==> src/rtl/decs2sex_entry_pkg.sv <==
// Sexagesimal entry utilities: FSM state encoding and the digit/value widths
// shared by the decimal-entry block and its combinational converter.
package decs2sex_entry_pkg;

  localparam int unsigned DIGIT_MAX  = 9;
  localparam int unsigned SEX_WIDTH  = 6;
  localparam int unsigned DECS_WIDTH = 7;

  typedef enum logic [1:0] {
    IDLE  = 2'd0,
    UNITS = 2'd1,
    CHECK = 2'd2,
    HOLD  = 2'd3
  } state_e;

  function automatic logic is_bcd_digit(input logic [3:0] d);
    return d <= 4'(DIGIT_MAX);
  endfunction

endpackage

==> src/rtl/decs2sex.sv <==
// Combinational decs-to-binary converter: {tens[2:0], units[3:0]} -> tens*10+units.
// Exact inverse of the binary-to-decimal digit converter.
module decs2sex
  import decs2sex_entry_pkg::*;
(
  input  logic [DECS_WIDTH-1:0] decs,
  output logic [DECS_WIDTH-1:0] bin
);

  logic [2:0] tens;
  logic [3:0] units;

  assign tens  = decs[6:4];
  assign units = decs[3:0];

  // tens*10 built as tens*8 + tens*2 so no multiplier is inferred
  assign bin = {1'b0, tens, 3'b000} + {3'b000, tens, 1'b0} + {3'b000, units};

endmodule

==> src/rtl/decs2sex_entry.sv <==
// Serial two-digit decimal entry: accepts tens then units over valid/ready,
// range-checks against MAX_VALUE and holds the binary result for the consumer.
module decs2sex_entry
  import decs2sex_entry_pkg::*;
#(
  parameter int unsigned MAX_VALUE = 59
) (
  input  logic                 clk,
  input  logic                 rst_n,
  input  logic                 clear,
  input  logic [3:0]           digit,
  input  logic                 digit_valid,
  output logic                 digit_ready,
  output logic [SEX_WIDTH-1:0] value,
  output logic                 value_valid,
  input  logic                 value_ready,
  output logic                 err,
  output logic                 busy
);

  localparam int unsigned          TENS_MAX   = MAX_VALUE / 10;
  localparam logic [3:0]           TENS_MAX_L = 4'(TENS_MAX);
  localparam logic [DECS_WIDTH-1:0] MAX_L     = DECS_WIDTH'(MAX_VALUE);

  state_e                 state_q, state_d;
  logic [2:0]             tens_q, tens_d;
  logic [DECS_WIDTH-1:0]  sum_q, sum_d;
  logic [SEX_WIDTH-1:0]   value_q, value_d;
  logic                   value_valid_q, value_valid_d;
  logic                   err_q, err_d;

  logic                   digit_xfer;
  logic                   digit_ok;
  logic [DECS_WIDTH-1:0]  units_sum;

  assign digit_ready = (state_q == IDLE) || (state_q == UNITS);
  assign busy        = (state_q != IDLE);
  assign digit_xfer  = digit_valid && digit_ready;
  assign digit_ok    = is_bcd_digit(digit);

  decs2sex u_decs2sex (
    .decs ({tens_q, digit}),
    .bin  (units_sum)
  );

  always_comb begin
    state_d       = state_q;
    tens_d        = tens_q;
    sum_d         = sum_q;
    value_d       = value_q;
    value_valid_d = value_valid_q;
    err_d         = 1'b0;

    // clear wins over every transition and never raises err
    if (clear) begin
      state_d       = IDLE;
      value_valid_d = 1'b0;
    end else begin
      case (state_q)
        IDLE: begin
          if (digit_xfer) begin
            if (!digit_ok || (digit > TENS_MAX_L)) begin
              err_d = 1'b1;
            end else begin
              tens_d  = digit[2:0];
              state_d = UNITS;
            end
          end
        end
        UNITS: begin
          if (digit_xfer) begin
            if (!digit_ok) begin
              err_d   = 1'b1;
              state_d = IDLE;
            end else begin
              sum_d   = units_sum;
              state_d = CHECK;
            end
          end
        end
        CHECK: begin
          if (sum_q > MAX_L) begin
            err_d   = 1'b1;
            state_d = IDLE;
          end else begin
            value_d       = sum_q[SEX_WIDTH-1:0];
            value_valid_d = 1'b1;
            state_d       = HOLD;
          end
        end
        HOLD: begin
          // value itself is left untouched after the handshake
          if (value_ready) begin
            value_valid_d = 1'b0;
            state_d       = IDLE;
          end
        end
        default: begin
          state_d       = IDLE;
          value_valid_d = 1'b0;
        end
      endcase
    end
  end

  always_ff @(posedge clk or negedge rst_n) begin
    if (!rst_n) begin
      state_q       <= IDLE;
      tens_q        <= '0;
      sum_q         <= '0;
      value_q       <= '0;
      value_valid_q <= 1'b0;
      err_q         <= 1'b0;
    end else begin
      state_q       <= state_d;
      tens_q        <= tens_d;
      sum_q         <= sum_d;
      value_q       <= value_d;
      value_valid_q <= value_valid_d;
      err_q         <= err_d;
    end
  end

  assign value       = value_q;
  assign value_valid = value_valid_q;
  assign err         = err_q;

endmodule
==> config.mk <==
export PLATFORM = sky130hd
export DESIGN_NAME = decs2sex_entry
export DESIGN_NICKNAME = d
export VERILOG_FILES = /design/src/rtl/decs2sex_entry_pkg.sv /design/src/rtl/decs2sex.sv /design/src/rtl/decs2sex_entry.sv
export SDC_FILE = /design/constraint.sdc
export NUM_CORES = 1
export LEC_CHECK = 0
export ABC_CLOCK_PERIOD_IN_PS = 3760
export CAP_MARGIN = 10
export CORE_MARGIN = 5
export CORE_UTILIZATION = 48
export CTS_BUF_LIST = sky130_fd_sc_hd__clkbuf_4 sky130_fd_sc_hd__clkbuf_8 sky130_fd_sc_hd__clkbuf_16
export CTS_CLUSTER_DIAMETER = 30
export CTS_CLUSTER_SIZE = 30
export DETAILED_ROUTE_END_ITERATION = 10
export PLACE_DENSITY = 0.84
export REMOVE_ABC_BUFFERS = 1
export SLEW_MARGIN = 20
export SYNTH_ARGS = -nofsm -noshare
export SYNTH_HDL_FRONTEND = slang
export SYNTH_SLANG_ARGS = --single-unit
==> constraint.sdc <==
create_clock -name clk -period 3.76 [get_ports clk]
set_clock_uncertainty 0.15 [all_clocks]
set_input_delay 0.94 -clock clk [delete_from_list [all_inputs] [get_ports clk]]
set_output_delay 0.94 -clock clk [all_outputs]
set_load 0.05 [all_outputs]
# [Word level (Yosys, flattened, before mapping)]
# Index checks and enable logic that the tools add are counted.
# W data, S select, Z words.
[totals] register_bits=20 latch_bits=0 mem_bits_rw=0 mem_bits_ro=0 input_bits=9 output_inout_bits=10 elab_cells=53 memories=0
[op_classes] addsub=2 mul=0 div=0 magnitude_cmp=3 n_eq_ne=8 n_shift=0 n_mux=19 bitwise_logic=3 n_reduce_logical=12
[ops] operator="$ne A3 B3 Y1 const B" count=5
[ops] operator="$mux W2" count=7
[ops] operator="$reduce_and A4 Y1" count=3
[ops] operator="$mux W1" count=9
[ops] operator="$pmux W2 S4" count=1
[ops] operator="$add A6 B4 Y7" count=1
[ops] operator="$add A7 B4 Y7" count=1
[ops] operator="$gt A7 B6 Y1 const B" count=1
[ops] operator="$reduce_and A3 Y1" count=2
[ops] operator="$eq A2 B2 Y1 const B" count=2
[ops] operator="$gt A4 B3 Y1 const B" count=1
[ops] operator="$le A4 B4 Y1 const B" count=1
[ops] operator="$not A1 Y1" count=3
[ops] operator="$pmux W1 S3" count=1
[ops] operator="$reduce_bool A3 Y1" count=1
[ops] operator="$eq A2 B1 Y1 const B" count=1
[ops] operator="$logic_not A2 Y1" count=1
[ops] operator="$logic_or A1 B1 Y1" count=2
[ops] operator="$pmux W1 S2" count=1
[ops] operator="$reduce_bool A2 Y1" count=1
[ops] operator="$logic_and A1 B1 Y1" count=1
[ops] operator="$logic_not A1 Y1" count=1

# [Logic depth before layout (Yosys ltp)]
[depth] word_depth=7 mapped_depth=7 mapped_depth_nobuf=7

# [Hierarchy]
# Synthesis repeated with hierarchy kept, for this count alone.
[hier_totals] hier_cells=88 area_unflattened_um2=1059.8
[modules_own_cells] mod="decs2sex_entry" n_inst=1 cells_per_inst=67 area_per_inst_um2=878.3 seq_area_each_um2=500.5
[modules_own_cells] mod="decs2sex" n_inst=1 cells_per_inst=21 area_per_inst_um2=181.4 seq_area_each_um2=0.0

# [Worst setup path before layout]
# Ideal clock, no wire load.
[synth_path] kind="input-to-reg" startpoint="input port digit[3]" endpoint="register sum_q[5]" setup_time_ns=0.128 t_arrival_ns=2.298 slack_ns=1.184 cell_stages=7 n_path_buf=0 cell_sequence="inv_1 -> fa_1 -> inv_1 -> ha_1 -> a211oi_1 -> o21a_1 -> o31ai_1"
[synth_between] elab_chain_len=2
[synth_lines] element="start: declaration" line_no="decs2sex_entry.sv:11" source="input logic [3:0] digit,"
[synth_lines] element="$le A4 B4 Y1" line_no="decs2sex_entry_pkg.sv:17" source="return d <= 4'(DIGIT_MAX);"
[synth_lines] element="$reduce_and A4 Y1 (no source line)"
[synth_lines] element="end signal: assignment" line_no="decs2sex_entry.sv:117" source="sum_q <= sum_d;"
[synth_lines] element="end: declaration" line_no="decs2sex_entry.sv:27" source="logic [DECS_WIDTH-1:0] sum_q, sum_d;"
# Parallel ways exist; a longest one is shown, timed or not.
# A chain may end at the register's enable or synchronous reset.

# [Worst setup path after layout]
# Ends and elaborated chain as after synthesis.

==> impl_metrics.yaml <==
placement:
  preCtsSetupSlack_ns: 0.4932
  io_buffers: 18
  hpwl_mm: 1.506
  gp_congestion: 0.7851
clock_tree:
  cts_root_buf: "clkbuf_4"
  postCtsHoldBufs: 0
  postCtsResizedCells: 0
  clkLatencyLatePin_ns: 0.30
  cts_tree: "done"
  cts_made_buffers: 3
  ctsHtreeMaxLevel: 1
  cts_buffer_depth: 2
  post_cts_buffers: 0
  cts.clk_slew.worst_paths_ns: 0.11
  cts.sinks: 20
cells_and_area:
  seq_area_um2: 500.5
  syn_to_final_growth_pct: 22.93
  nets: 119
  nFillCells: 175
  multi_input_area_um2: 508.0
  num_antenna_cells: 0
  layout-drive-gt1-share: 0.2157
floorplan:
  die_width_um: 56.60
  die_h_um: 56.60
  start_util: 0.5155
  core_area_um2: 2022
  die_area_um2: 3203
  num_rows: 16
  ioPinCount: 19
yosys:
  ys.warnings.count: 0
  ys_top_cells_by_count: "20 x dfrtp_1, 9 x mux2_2, 6 x inv_1, 5 x ha_1"
  synthAdderAreaFrac: 0.09844
  synth_xor_xnor_area_share: 0.008403
  synthCells: 81
  synth_top_area_frac: 0.4802
  synth_edf_count: 0
  syn_area_um2: 1042
  synth.most_common_cell: "dfrtp_1"
  ys_seq_area_frac: 0.4802
  synth_top_family_by_area: "multiplexers"
  synth_area_leaders: "dfrtp_1 48%, mux2_2 9.7%, ha_1 6.0%, mux2_4 5.8%, fa_1 3.8%"
  yosysUniqueCellTypes: 29
  async_reset_ff_frac: 1.000
  syn_avg_cell_area_um2: 12.87
  synth-seq-cells: 20
  synthFlopType: "dfrtp_1"
  yosys.area_share.simple: 0.1104
  muxShareOfSynthArea: 0.1549
  yosysTopAreaCell: "dfrtp_1"
  synth_compound_area_frac: 0.1152
power:
  switching_share: 0.3657
  pwr-share-seq: 0.422
  clock_power_share: 0.166
  combPwrFrac: 0.411
  power.density_nw_per_um2: 575.2
  p_switching_mw: 0.2695
  p_total_mw: 0.7370
  cellLeakagePower_nw: 0.5889
  ir_drop_uv: 344.5
  intPower_mw: 0.4674
global_routing:
  use_met1: 0.1662
  antenna_found_initial: 0
  grt_pass1_wl_mm: 3.381
  grt_max_degree: 21
  met2_usage: 0.2294
  grt_pass1_vias: 759
  gr-usage-met3: 0.02523
  grt_use_total: 0.1353
  busiest_layer: "met2"
  grt_overflow: 0
detailed_routing:
  firstDrtPassIters: 4
  dr_total_vias: 706
  ant_nets: 0
  wl_per_cell_um: 14.74
  vias_per_cell: 5.473
  drc_errors: 0
  initialDrtViolationCount: 15
  wl_mm: 1.902
critical_path:
  critPathKind: "primary input to register"
  r2r_slack_ns: 1.65
  worstPathArrival_ns: 3.00
  start_kind: "primary input"
  crit_fanout: 4
  crit_required_ns: 3.82
  cp-end-kind: "register"
timing:
  rsz0062_at_grt: "no"
  worst_pin_slew_ns: 0.8729
  hold_viol: 0
  drv_slew: 0
  timing.fmax_mhz: 339.9
  layout_setup_ws_ns: 0.8176
  min_period_ns: 2.942
  slew_headroom: 0.4163
  timing.setup.tns_ns: 0
  fin_crit_sh: 0.7825
  finalSetupViolCount: 0
hold_path:
  hold_path.class: "register to register"
job:
  drv_cap: 0
outcome:
  status: "finished clean"
## critical path: stages
cell and delay, ns:
clkdlybuf4s50_1 0.53, inv_1 0.08, fa_1 0.54, inv_1 0.07, ha_1 0.29, a211oi_1 0.26, nor3_1 0.09, o31ai_1 0.20
## cell type report
cell class                 instances  area share
sequential                        20      0.3906
tap                               27     0.02637
timing repair buffer              18      0.1406
clock buffer                       4     0.02832
multi-input combinational         54      0.3965
inverter                           6     0.01758
## stage by stage
stage / hold slack, ns / util / cell area (um^2) / std cells
final: 0.3619 / 0.6337 / 1281 / 129
after CTS: 0.3693 / 0.6337 / 1281 / 129
after floorplan: 0.3234 / - / 1031 / 80
after detailed placement: 0.3436 / 0.6157 / 1245 / 125
after global routing: 0.3850 / 0.6337 / 1281 / 129
after global placement: 0.3356 / 0.6157 / 1245 / 125
## cell families (layout without fill, tap and decap cells)
family,Yosys count,count (layout)
simple gates,15,15
mux,13,13
compound gates,18,18
flops,20,20
buf+inv,7,28
fa+ha+maj,7,7
xor+xnor,1,1
## sequential cells by signal, summed over array words and instances (netlist names)
signal,count
tens_q,3
state_q,2
sum_q,7
err,1
value,6
value_valid,1
## power groups by stage
stage          combinational (mW)  sequential [mW]  clock [mW]
3_3_place_gp                0.293            0.312           0
2_1_floorplan               0.151            0.372           0
6_report                    0.303            0.311       0.123
5_1_grt                     0.332            0.319       0.138
4_1_cts                     0.308            0.311       0.129
3_5_place_dp                0.306            0.316           0
## path summary, 6_finish.rpt
path                            cells after the start         to       from
min in group asynchronous                           1   value[5]      rst_n
worst max register to register                      7   sum_q[5]  tens_q[0]
max in group asynchronous                           1  tens_q[1]      rst_n
worst max-delay path                                8   sum_q[5]   digit[3]
worst min register to register                      1   value[5]   value[5]
worst min-delay path                                1   value[5]   value[5]
## placed cells by master, fill, tap and decap left out, types with 2 or more instances in the layout
cell type and instances:
nand2b_1 2, clkbuf_4 3, a211oi_1 2, nor2_1 2
mux2_4 4, o21a_1 2, o31ai_1 2, ha_1 5
o21ai_0 4, nand2_1 2, inv_1 6, a21oi_1 4
clkdlybuf4s50_1 18, fa_1 2, mux2_2 9, dfrtp_1 20
## layer usage
layer / up-vias / routed length (um)
met4: 0 / 19
met5: - / 0
met3: 2 / 71
li1: 337 / -
met2: 13 / 996
met1: 354 / 815
No activity file was read; power rests on OpenSTA's default activity.
